**config.mk**
```make
export PLATFORM = sky130hd
export DESIGN_NAME = pdm_sample_sequencer
export DESIGN_NICKNAME = d
export VERILOG_FILES = /design/src/rtl/pdm_pkg.sv /design/src/rtl/pdm_sample_fifo.sv /design/src/rtl/pdm_sample_sequencer.sv
export SDC_FILE = /design/constraint.sdc
export NUM_CORES = 1
export LEC_CHECK = 0
export BUFFER_PORTS_ARGS = -buffer_cell sky130_fd_sc_hd__buf_2
export CORE_ASPECT_RATIO = 0.5
export CORE_MARGIN = 2
export CORE_UTILIZATION = 53
export DETAILED_ROUTE_END_ITERATION = 12
export PLACE_DENSITY = 0.82
export SETUP_SLACK_MARGIN = 0.5
export SYNTH_ARGS = -nofsm -noshare
export SYNTH_HDL_FRONTEND = slang
export SYNTH_SLANG_ARGS = --single-unit
export TNS_END_PERCENT = 50
```
**constraint.sdc**
```tcl
create_clock -name clk -period 2.55 [get_ports clk]
set_input_delay 0 -clock clk [delete_from_list [all_inputs] [get_ports clk]]
set_output_delay 0 -clock clk [all_outputs]
set_load 0.02 [all_outputs]
```
**src/rtl/pdm_pkg.sv**
```systemverilog
// Shared definitions for the PDM sample path: sequencer states and midscale helper.
package pdm_pkg;

    typedef enum logic [1:0] {
        ST_IDLE    = 2'd0,
        ST_PREFILL = 2'd1,
        ST_RUN     = 2'd2,
        ST_RAMP    = 2'd3
    } pdm_seq_state_t;

    // Midscale (silence) code for an offset-binary sample of the given width.
    function automatic logic [31:0] pdm_mid(input int unsigned nbits);
        return 32'h1 << (nbits - 1);
    endfunction

endpackage

```
**src/rtl/pdm_sample_fifo.sv**
```systemverilog
// Small synchronous FIFO holding samples between the producer and the sequencer.
module pdm_sample_fifo #(
    parameter  int NBITS = 16,
    parameter  int DEPTH = 4,
    localparam int AW    = $clog2(DEPTH),
    localparam int LW    = AW + 1
) (
    input  logic             clk,
    input  logic             rst,
    input  logic             i_push,
    input  logic             i_pop,
    input  logic             i_flush,
    input  logic [NBITS-1:0] i_wdata,
    output logic [NBITS-1:0] o_rdata,
    output logic [LW-1:0]    o_level,
    output logic             o_full,
    output logic             o_empty
);

    logic [NBITS-1:0] r_mem [DEPTH];
    logic [AW-1:0]    r_wr;
    logic [AW-1:0]    r_rd;
    logic [LW-1:0]    r_cnt;
    logic             w_do_push;
    logic             w_do_pop;

    // Flush wins over any push/pop in the same cycle; overflow/underflow attempts are dropped.
    assign w_do_push = i_push && !o_full  && !i_flush;
    assign w_do_pop  = i_pop  && !o_empty && !i_flush;

    // Sample storage; contents need no reset since occupancy gates every read.
    always_ff @(posedge clk) begin
        if (w_do_push) r_mem[r_wr] <= i_wdata;
    end

    // Pointers wrap naturally (power-of-two depth); a separate count keeps full/empty unambiguous.
    always_ff @(posedge clk) begin
        if (rst || i_flush) begin
            r_wr  <= '0;
            r_rd  <= '0;
            r_cnt <= '0;
        end else begin
            if (w_do_push) r_wr <= r_wr + 1'b1;
            if (w_do_pop)  r_rd <= r_rd + 1'b1;
            r_cnt <= r_cnt + LW'(w_do_push) - LW'(w_do_pop);
        end
    end

    assign o_rdata = r_mem[r_rd];
    assign o_level = r_cnt;
    assign o_full  = (r_cnt == LW'(DEPTH));
    assign o_empty = (r_cnt == '0);

endmodule

```
**src/rtl/pdm_sample_sequencer.sv**
```systemverilog
// Releases buffered samples to the PDM at a programmable rate; ramps to midscale on underrun/disable.
module pdm_sample_sequencer
    import pdm_pkg::*;
#(
    parameter int               NBITS     = 16,
    parameter int               DEPTH     = 4,
    parameter int               DIV_W     = 16,
    parameter logic [NBITS-1:0] RAMP_STEP = 16'h1000
) (
    input  logic                  clk,
    input  logic                  rst,
    input  logic                  enable,
    input  logic [DIV_W-1:0]      div,
    input  logic [NBITS-1:0]      s_data,
    input  logic                  s_valid,
    output logic                  s_ready,
    output logic [NBITS-1:0]      pdm_din,
    output logic                  sample_tick,
    output logic                  underrun,
    input  logic                  underrun_clr,
    output logic [$clog2(DEPTH):0] level
);

    localparam int               LW     = $clog2(DEPTH) + 1;
    localparam logic [NBITS-1:0] MID    = NBITS'(pdm_mid(NBITS));
    localparam logic [LW-1:0]    L_HALF = LW'(DEPTH / 2);

    pdm_seq_state_t   r_state;
    logic [DIV_W-1:0] r_cnt;
    logic [DIV_W-1:0] r_div_lat;
    logic [NBITS-1:0] r_pdm_din;
    logic             r_tick;
    logic             r_underrun;

    logic [LW-1:0]    w_level;
    logic             w_full;
    logic             w_empty;
    logic [NBITS-1:0] w_head;
    logic             w_active;
    logic             w_tick;
    logic             w_disable;
    logic             w_push;
    logic             w_pop;
    logic             w_urun_evt;
    logic [NBITS:0]   w_diff;
    logic [NBITS:0]   w_mag;
    logic [NBITS-1:0] w_ramp_nxt;

    // Any handshake that completes is stored, so s_ready depends only on registered occupancy.
    assign s_ready    = enable && !rst && !w_full;
    assign w_push     = s_valid && s_ready;
    assign w_active   = (r_state == ST_RUN) || (r_state == ST_RAMP);
    assign w_tick     = w_active && (r_cnt == r_div_lat);
    // Dropping enable while filling or playing abandons the buffered audio and fades out.
    assign w_disable  = !enable && ((r_state == ST_PREFILL) || (r_state == ST_RUN));
    assign w_pop      = (r_state == ST_RUN) && enable && w_tick && !w_empty;
    assign w_urun_evt = (r_state == ST_RUN) && enable && w_tick && w_empty;

    pdm_sample_fifo #(
        .NBITS (NBITS),
        .DEPTH (DEPTH)
    ) u_fifo (
        .clk     (clk),
        .rst     (rst),
        .i_push  (w_push),
        .i_pop   (w_pop),
        .i_flush (w_disable),
        .i_wdata (s_data),
        .o_rdata (w_head),
        .o_level (w_level),
        .o_full  (w_full),
        .o_empty (w_empty)
    );

    // Next ramp value: one step toward midscale, snapping to it when within a step.
    always_comb begin
        w_diff     = {1'b0, r_pdm_din} - {1'b0, MID};
        w_mag      = w_diff[NBITS] ? (~w_diff + 1'b1) : w_diff;
        w_ramp_nxt = MID;
        if (w_mag > {1'b0, RAMP_STEP})
            w_ramp_nxt = w_diff[NBITS] ? (r_pdm_din + RAMP_STEP) : (r_pdm_din - RAMP_STEP);
    end

    // Period counter: free-runs in RUN/RAMP, otherwise parked at 0 tracking the live divider.
    always_ff @(posedge clk) begin
        if (rst) begin
            r_cnt     <= '0;
            r_div_lat <= '0;
        end else if (w_active) begin
            if (w_tick) begin
                r_cnt     <= '0;
                r_div_lat <= div;
            end else begin
                r_cnt <= r_cnt + 1'b1;
            end
        end else begin
            r_cnt     <= '0;
            r_div_lat <= div;
        end
    end

    // Sequencer FSM with registered sample output, tick strobe and sticky underrun flag.
    always_ff @(posedge clk) begin
        if (rst) begin
            r_state    <= ST_IDLE;
            r_pdm_din  <= MID;
            r_tick     <= 1'b0;
            r_underrun <= 1'b0;
        end else begin
            r_tick <= 1'b0;
            if (w_urun_evt)        r_underrun <= 1'b1;
            else if (underrun_clr) r_underrun <= 1'b0;

            case (r_state)
                ST_IDLE: begin
                    r_pdm_din <= MID;
                    if (enable) r_state <= ST_PREFILL;
                end
                ST_PREFILL: begin
                    if (!enable)               r_state <= ST_RAMP;
                    else if (w_level >= L_HALF) r_state <= ST_RUN;
                end
                ST_RUN: begin
                    if (!enable) begin
                        r_state <= ST_RAMP;
                    end else if (w_tick) begin
                        if (w_empty) begin
                            r_state <= ST_RAMP;
                        end else begin
                            r_pdm_din <= w_head;
                            r_tick    <= 1'b1;
                        end
                    end
                end
                ST_RAMP: begin
                    if (w_tick) begin
                        r_pdm_din <= w_ramp_nxt;
                        r_tick    <= 1'b1;
                    end
                    if (r_pdm_din == MID) r_state <= enable ? ST_PREFILL : ST_IDLE;
                end
                default: r_state <= ST_IDLE;
            endcase
        end
    end

    assign pdm_din     = r_pdm_din;
    assign sample_tick = r_tick;
    assign underrun    = r_underrun;
    assign level       = w_level;

endmodule

```
# After elaboration in Yosys (flattened, before gate mapping)
# Memory sizes are Yosys's and may differ from the RTL's. A register that Yosys moved wholly into a read port is not among the register bits.
# Index checks and enable logic that the tools add are counted.
[totals]
inputBits = 37
wordCells = 97
ram_bits = 64
memories = 1
ff_bits = 59
[classes]
addsub = 9
n_lt_le_gt_ge = 2
mux = 30
eq_ne = 16
bitwise_logic = 2
reduce_logical = 28
[memory_table]
columns = ["memory", "depth", "word_bits", "rd", "rd_ports_with_merged_regs", "wr", "line", "text"]
rows = [
  ["u_fifo.r_mem", 4, 16, 1, 1, 1, "pdm_sample_fifo.sv:20", "logic [NBITS-1:0] r_mem [DEPTH];"],
]
[ops]
columns = ["op", "n"]
rows = [
  ["$mux 16", 8],
  ["$pmux 16 s3", 1],
  ["$mux 2", 9],
  ["$add 17x1->17 const B", 1],
  ["$gt 17x13->1 const B", 1],
  ["$mux 17", 1],
  ["$not 17->17", 1],
  ["$sub 16x16->17 const B", 1],
  ["$add 16x1->16 const B", 1],
  ["$add 16x13->16 const B", 1],
  ["$eq 16x16->1", 1],
  ["$eq 16x16->1 const B", 1],
  ["$sub 16x13->16 const B", 1],
  ["$logic_and 1x1->1", 13],
  ["$ne 2x2->1 const B", 5],
  ["$reduce_and 5->1", 2],
  ["$mux 1", 9],
  ["$pmux 2 s4", 1],
  ["$ne 3x2->1 const B", 2],
  ["$logic_not 1->1", 5],
  ["$add 2x1->2 const B", 2],
  ["$eq 2x2->1 const B", 2],
  ["$ne 2x1->1 const B", 2],
  ["$add 3x1->3", 1],
  ["13 further kinds", 15],
]

# Logic depth before layout (Yosys ltp)
[depth]
depth_word = 9
depth_mapped = 13

# Cells and area by module
# From an unflattened synthesis, not the netlist that was laid out.
[unflattened]
cells_unflattened = 465
area_unflattened_um2 = 5786.8
[modules_own_cells]
columns = ["module", "seq_area_each_um2", "n_inst", "cells_each", "area_each_um2"]
rows = [
  ["pdm_sample_sequencer", 1041.0, 1, 331, 2934.1],
  ["pdm_sample_fifo", 2102.0, 1, 134, 2852.7],
]

# Least setup slack after synthesis
# OpenSTA, ideal clock, no wires.
[synth_timing]
path_type = "register -> register"
startpoint = "register r_state[0]"
endpoint = "register u_fifo.r_cnt[2] (netlist: u_fifo.o_level[2])"
path_stages_with_launch = 14
path_slack_ps = -15
synth_period_minus_slack_ps = 2565
setup_time_ps = 126
arrival_time_ps = 2439
path_cell_list = "dfxtp_1 -> inv_1 -> ha_1 -> clkbuf_1 -> nand2_1 -> a31oi_1 -> nor2b_1 -> ha_1 -> inv_1 -> ha_1 -> inv_1 -> fa_1 -> xnor2_1 -> nor2_1"
[synth_between]
elab_chain_cells = 8
[synth_rtl]
columns = ["element", "line", "text"]
rows = [
  ["start, declared", "pdm_sample_sequencer.sv:28", "pdm_seq_state_t r_state;"],
  ["start signal, assigned", "pdm_sample_sequencer.sv:140", "if (r_pdm_din == MID) r_state <= enable ? ST_PREFILL : ST_IDLE;"],
  ["$eq 2x2->1, on equally long branches", "pdm_sample_sequencer.sv:52, pdm_sample_sequencer.sv:55, pdm_sample_sequencer.sv:56", ""],
  ["$logic_or 1x1->1", "pdm_sample_sequencer.sv:52", "assign w_active = (r_state == ST_RUN) || (r_state == ST_RAMP);"],
  ["$logic_and 1x1->1", "pdm_sample_sequencer.sv:53", "assign w_tick = w_active && (r_cnt == r_div_lat);"],
  ["$logic_and 1x1->1 (2 in series)", "pdm_sample_sequencer.sv:56", "assign w_pop = (r_state == ST_RUN) && enable && w_tick && !w_empty;"],
  ["$logic_and 1x1->1", "pdm_sample_fifo.sv:29", "assign w_do_pop = i_pop && !o_empty && !i_flush;"],
  ["$logic_and 1x1->1 *", "pdm_sample_fifo.sv:29", ""],
  ["named net u_fifo.w_do_pop", "pdm_sample_fifo.sv:25", "logic w_do_pop;"],
  ["$sub 3x1->3 *", "pdm_sample_fifo.sv:45", "r_cnt <= r_cnt + LW'(w_do_push) - LW'(w_do_pop);"],
  ["end signal, assigned", "pdm_sample_fifo.sv:45", ""],
  ["end, declared", "pdm_sample_fifo.sv:23", "logic [LW-1:0] r_cnt;"],
]
# The timed path passes the listed nets; every way through them passes the cells marked *.
# A chain may end at the register's enable or synchronous reset.

# Worst setup path in the final report
[layout_timing]
startpoint = "register r_div_lat[1]"
endpoint = "register u_fifo.r_cnt[1] (netlist: u_fifo.o_level[1])"
[layout_between]
elab_chain_cells = 7
[layout_rtl]
columns = ["element", "line", "text"]
rows = [
  ["start, declared", "pdm_sample_sequencer.sv:30", "logic [DIV_W-1:0] r_div_lat;"],
  ["start signal, assigned", "pdm_sample_sequencer.sv:92", "r_div_lat <= div;"],
  ["start signal, assigned", "pdm_sample_sequencer.sv:98", "r_div_lat <= div;"],
  ["$eq 16x16->1", "pdm_sample_sequencer.sv:53", ""],
  ["$logic_and 1x1->1", "pdm_sample_sequencer.sv:53", ""],
  ["$logic_and 1x1->1 (2 in series)", "pdm_sample_sequencer.sv:56", ""],
  ["$logic_and 1x1->1 (2 in series)", "pdm_sample_fifo.sv:29", ""],
  ["named net u_fifo.w_do_pop", "pdm_sample_fifo.sv:25", ""],
  ["$sub 3x1->3", "pdm_sample_fifo.sv:45", ""],
]
# The timed path passes the listed nets, and every way through them passes these cells.

==> metrics.cfg <==
[timing]
rsz0062_at_grt=true
hold_viol_final=0
worst_slack_ns=0.146
min_period_ns=2.40
maxSlewHeadroom_pct=45.2
tns_ns=0
fin_crit_sh_pct=94.3
finalSetupViolCount=0
fmax_mhz=416
clock_skew_ns=0.00771
worst_pin_slew_ns=0.821
drv_slew=0

[global_route]
grt-ovfl-total=0
grt_max_degree=37
grt_pass1_vias=4081
grt_util_all_layers_pct=22.9
grt_antenna_before_repair=0
grt_pass1_wl_mm=20.3

[routing]
vias=4125
drtIter0Drc=249
drt_drc_violations_left=0
vias_per_cell=5.47
first_pass_iters=7
ant_nets=0
wl_per_cell_um=17.2
drt-total-wl_mm=13.0

[placement]
hpwl_mm=7.79
dp_slack_ns=-0.0282
place_congestion=0.833
port_buffers=58
place_area_sq_um=6250

[pwr]
seq_power_share_pct=37.9
pwr-share-comb_pct=24.1
intPower_mw=4.22
power.switching_mw=1.85
power_mw=6.08
power_density_nw_per_um2=812
vdd_ir_drop_max_mv=0.566
leakagePower_nw=3.00
p_clk_share_pct=38.0
p_sw_share_pct=30.5

[clocking]
clock_path_buffers=2
cts.sinks=125
cts_inserted_buffers=17
cts_root_buf=clkbuf_16
worstSkewPairLatency_ns=0.42
cts_tree=yes
clkTransAtPathRegs_ns=0.06
htree_levels=4

[die]
coreArea_sq_um=10300
fp.dieW_um=150
die_y_um=77.2
io_pins=59
rows=26
dieArea_sq_um=11600
start_util_pct=55.1

[critical_path]
cp.required_ns=2.86
crit_path_start_kind=flip-flop
arrival_ns=2.72
end_kind=flip-flop
path_class=flip-flop to flip-flop
ff2ff_setup_slack_ns=0.15
worst-path-max-fanout=2

[hold_path]
hold_class=input pin to flip-flop

[yosys]
synth_seq_cells=125
yosysSeqAreaShare_pct=55.3
synth_edf_count=64
synth_area_sq_um=5680
async_reset_ff_share_pct=0
netlist_instances=475
synth_nets=533
synth_area_leaders=edfxtp_1, dfxtp_1, mux4_2
synth_top_area_cell=edfxtp_1
synth_top_area_share_pct=33.8
synth_ff_type=edfxtp_1
yosysUniqueCellTypes=51
ys_warn_count=0
avgSynthCellArea_sq_um=12.0

[layout]
antennaDiodeCount=0
final_common_cell=edfxtp_1
area_growth_pct=31.7
final_util_pct=72.5
final_cell_mix=edfxtp_1, buf_2, nor2_1
drive_gt1_share_pct=30.8
design_area_sq_um=7480
finalNetCount=659

[flow_run]
cap_violations=0

[outcome]
outcome=complete, no violations

-- critical path: stages, from the launching register on --
cell and delay, ns:
dfxtp_2 0.33, xor2_1 0.17, nor4_2 0.35, nand4_1 0.13
buf_4 0.18, nor2b_4 0.16, ha_4 0.23, inv_4 0.05
ha_4 0.12, inv_2 0.03, fa_2 0.51, nor2_1 0.05
-- power groups by stage --
stage	combinational, mW	sequential (mW)	clock, mW
after floorplan	0.839	2.35	0
after global placement	1.05	2.34	0
after detailed placement	1.07	2.34	0
after CTS	1.30	2.30	2.33
after global routing	1.56	2.31	2.43
final	1.46	2.30	2.31
-- final cells by class --
type / instances / area, sq um
Clock buffer: 17 / 425
Clock inverter: 15 / 143
Fill cell: 653 / 2830
Inverter: 24 / 92.6
Multi-Input combinational cell: 310 / 2590
Sequential cell: 125 / 3170
Tap cell: 140 / 175
Timing Repair Buffer: 123 / 887
-- Yosys cell counts, drive strengths merged, types with 2 or more instances --
cell,number
a21o,4
a21oi,11
a221oi,2
a311oi,2
a31oi,2
and2,5
and3,5
buf,4
clkbuf,15
dfxtp,61
edfxtp,64
fa,2
ha,19
inv,24
mux2i,33
mux4,16
nand2,34
nand2b,14
nand3,10
nand4,6
nor2,55
nor2b,4
nor3,6
nor4,8
o211ai,2
o21ai,8
o21bai,2
o31ai,2
xnor2,12
xor2,27
-- cell families after synthesis --
group / count (synthesis) / share of synthesized area, %
and+or+nand+nor: 151 / 12.7
DFF: 125 / 55.3
xor gates and xnor gates: 39 / 6.01
AOI/OAI and AO/OA: 47 / 5.90
adders and majority gates: 21 / 4.89
buffers and inverters: 43 / 3.02
muxes: 49 / 12.2
-- state kept, by name (all words and copies together), names as in the netlist, named ones only --
signal          count
r_div_lat          16
r_cnt              16
pdm_din            16
u_fifo.r_mem       64
underrun            1
u_fifo.o_level      3
sample_tick         1
u_fifo.r_wr         2
r_state             2
u_fifo.r_rd         2
-- metal layers --
layer  track usage (%)  up-vias  part of all wire, %
li1                  -     1961                    -
met5                 0        -                    0
met2              37.9      119                   49
met1              29.1     2025                   44
met4              7.64        0                  1.4
met3              6.55       20                  5.1
-- worst paths after layout --
kind | start | endpoint | cells after the start
min | enable | r_state[0] | 3
max | r_div_lat[1] | u_fifo.o_level[1] | 11
min reg2reg | r_cnt[0] | r_cnt[0] | 1
max reg2reg | r_div_lat[1] | u_fifo.o_level[1] | 11
-- repair_timing --
action,in CTS,in global routing
setup buffers,8,4
hold buffers,33,0
endpoints found under the setup margin,116,118
gates resized for setup,30,22
hold endpoints to repair,81,0
gates cloned,2,2
pin swaps,15,10
-- per-stage QoR --
stage | instances | hold WS [ns]
2_1_floorplan | 475 | 0.0989
3_3_place_gp | 673 | 0.214
3_5_place_dp | 673 | 0.222
4_1_cts | 748 | 0.0205
5_1_grt | 754 | 0.0517
6_report | 754 | 0.0271
No activity file was read; power rests on OpenSTA's default activity.
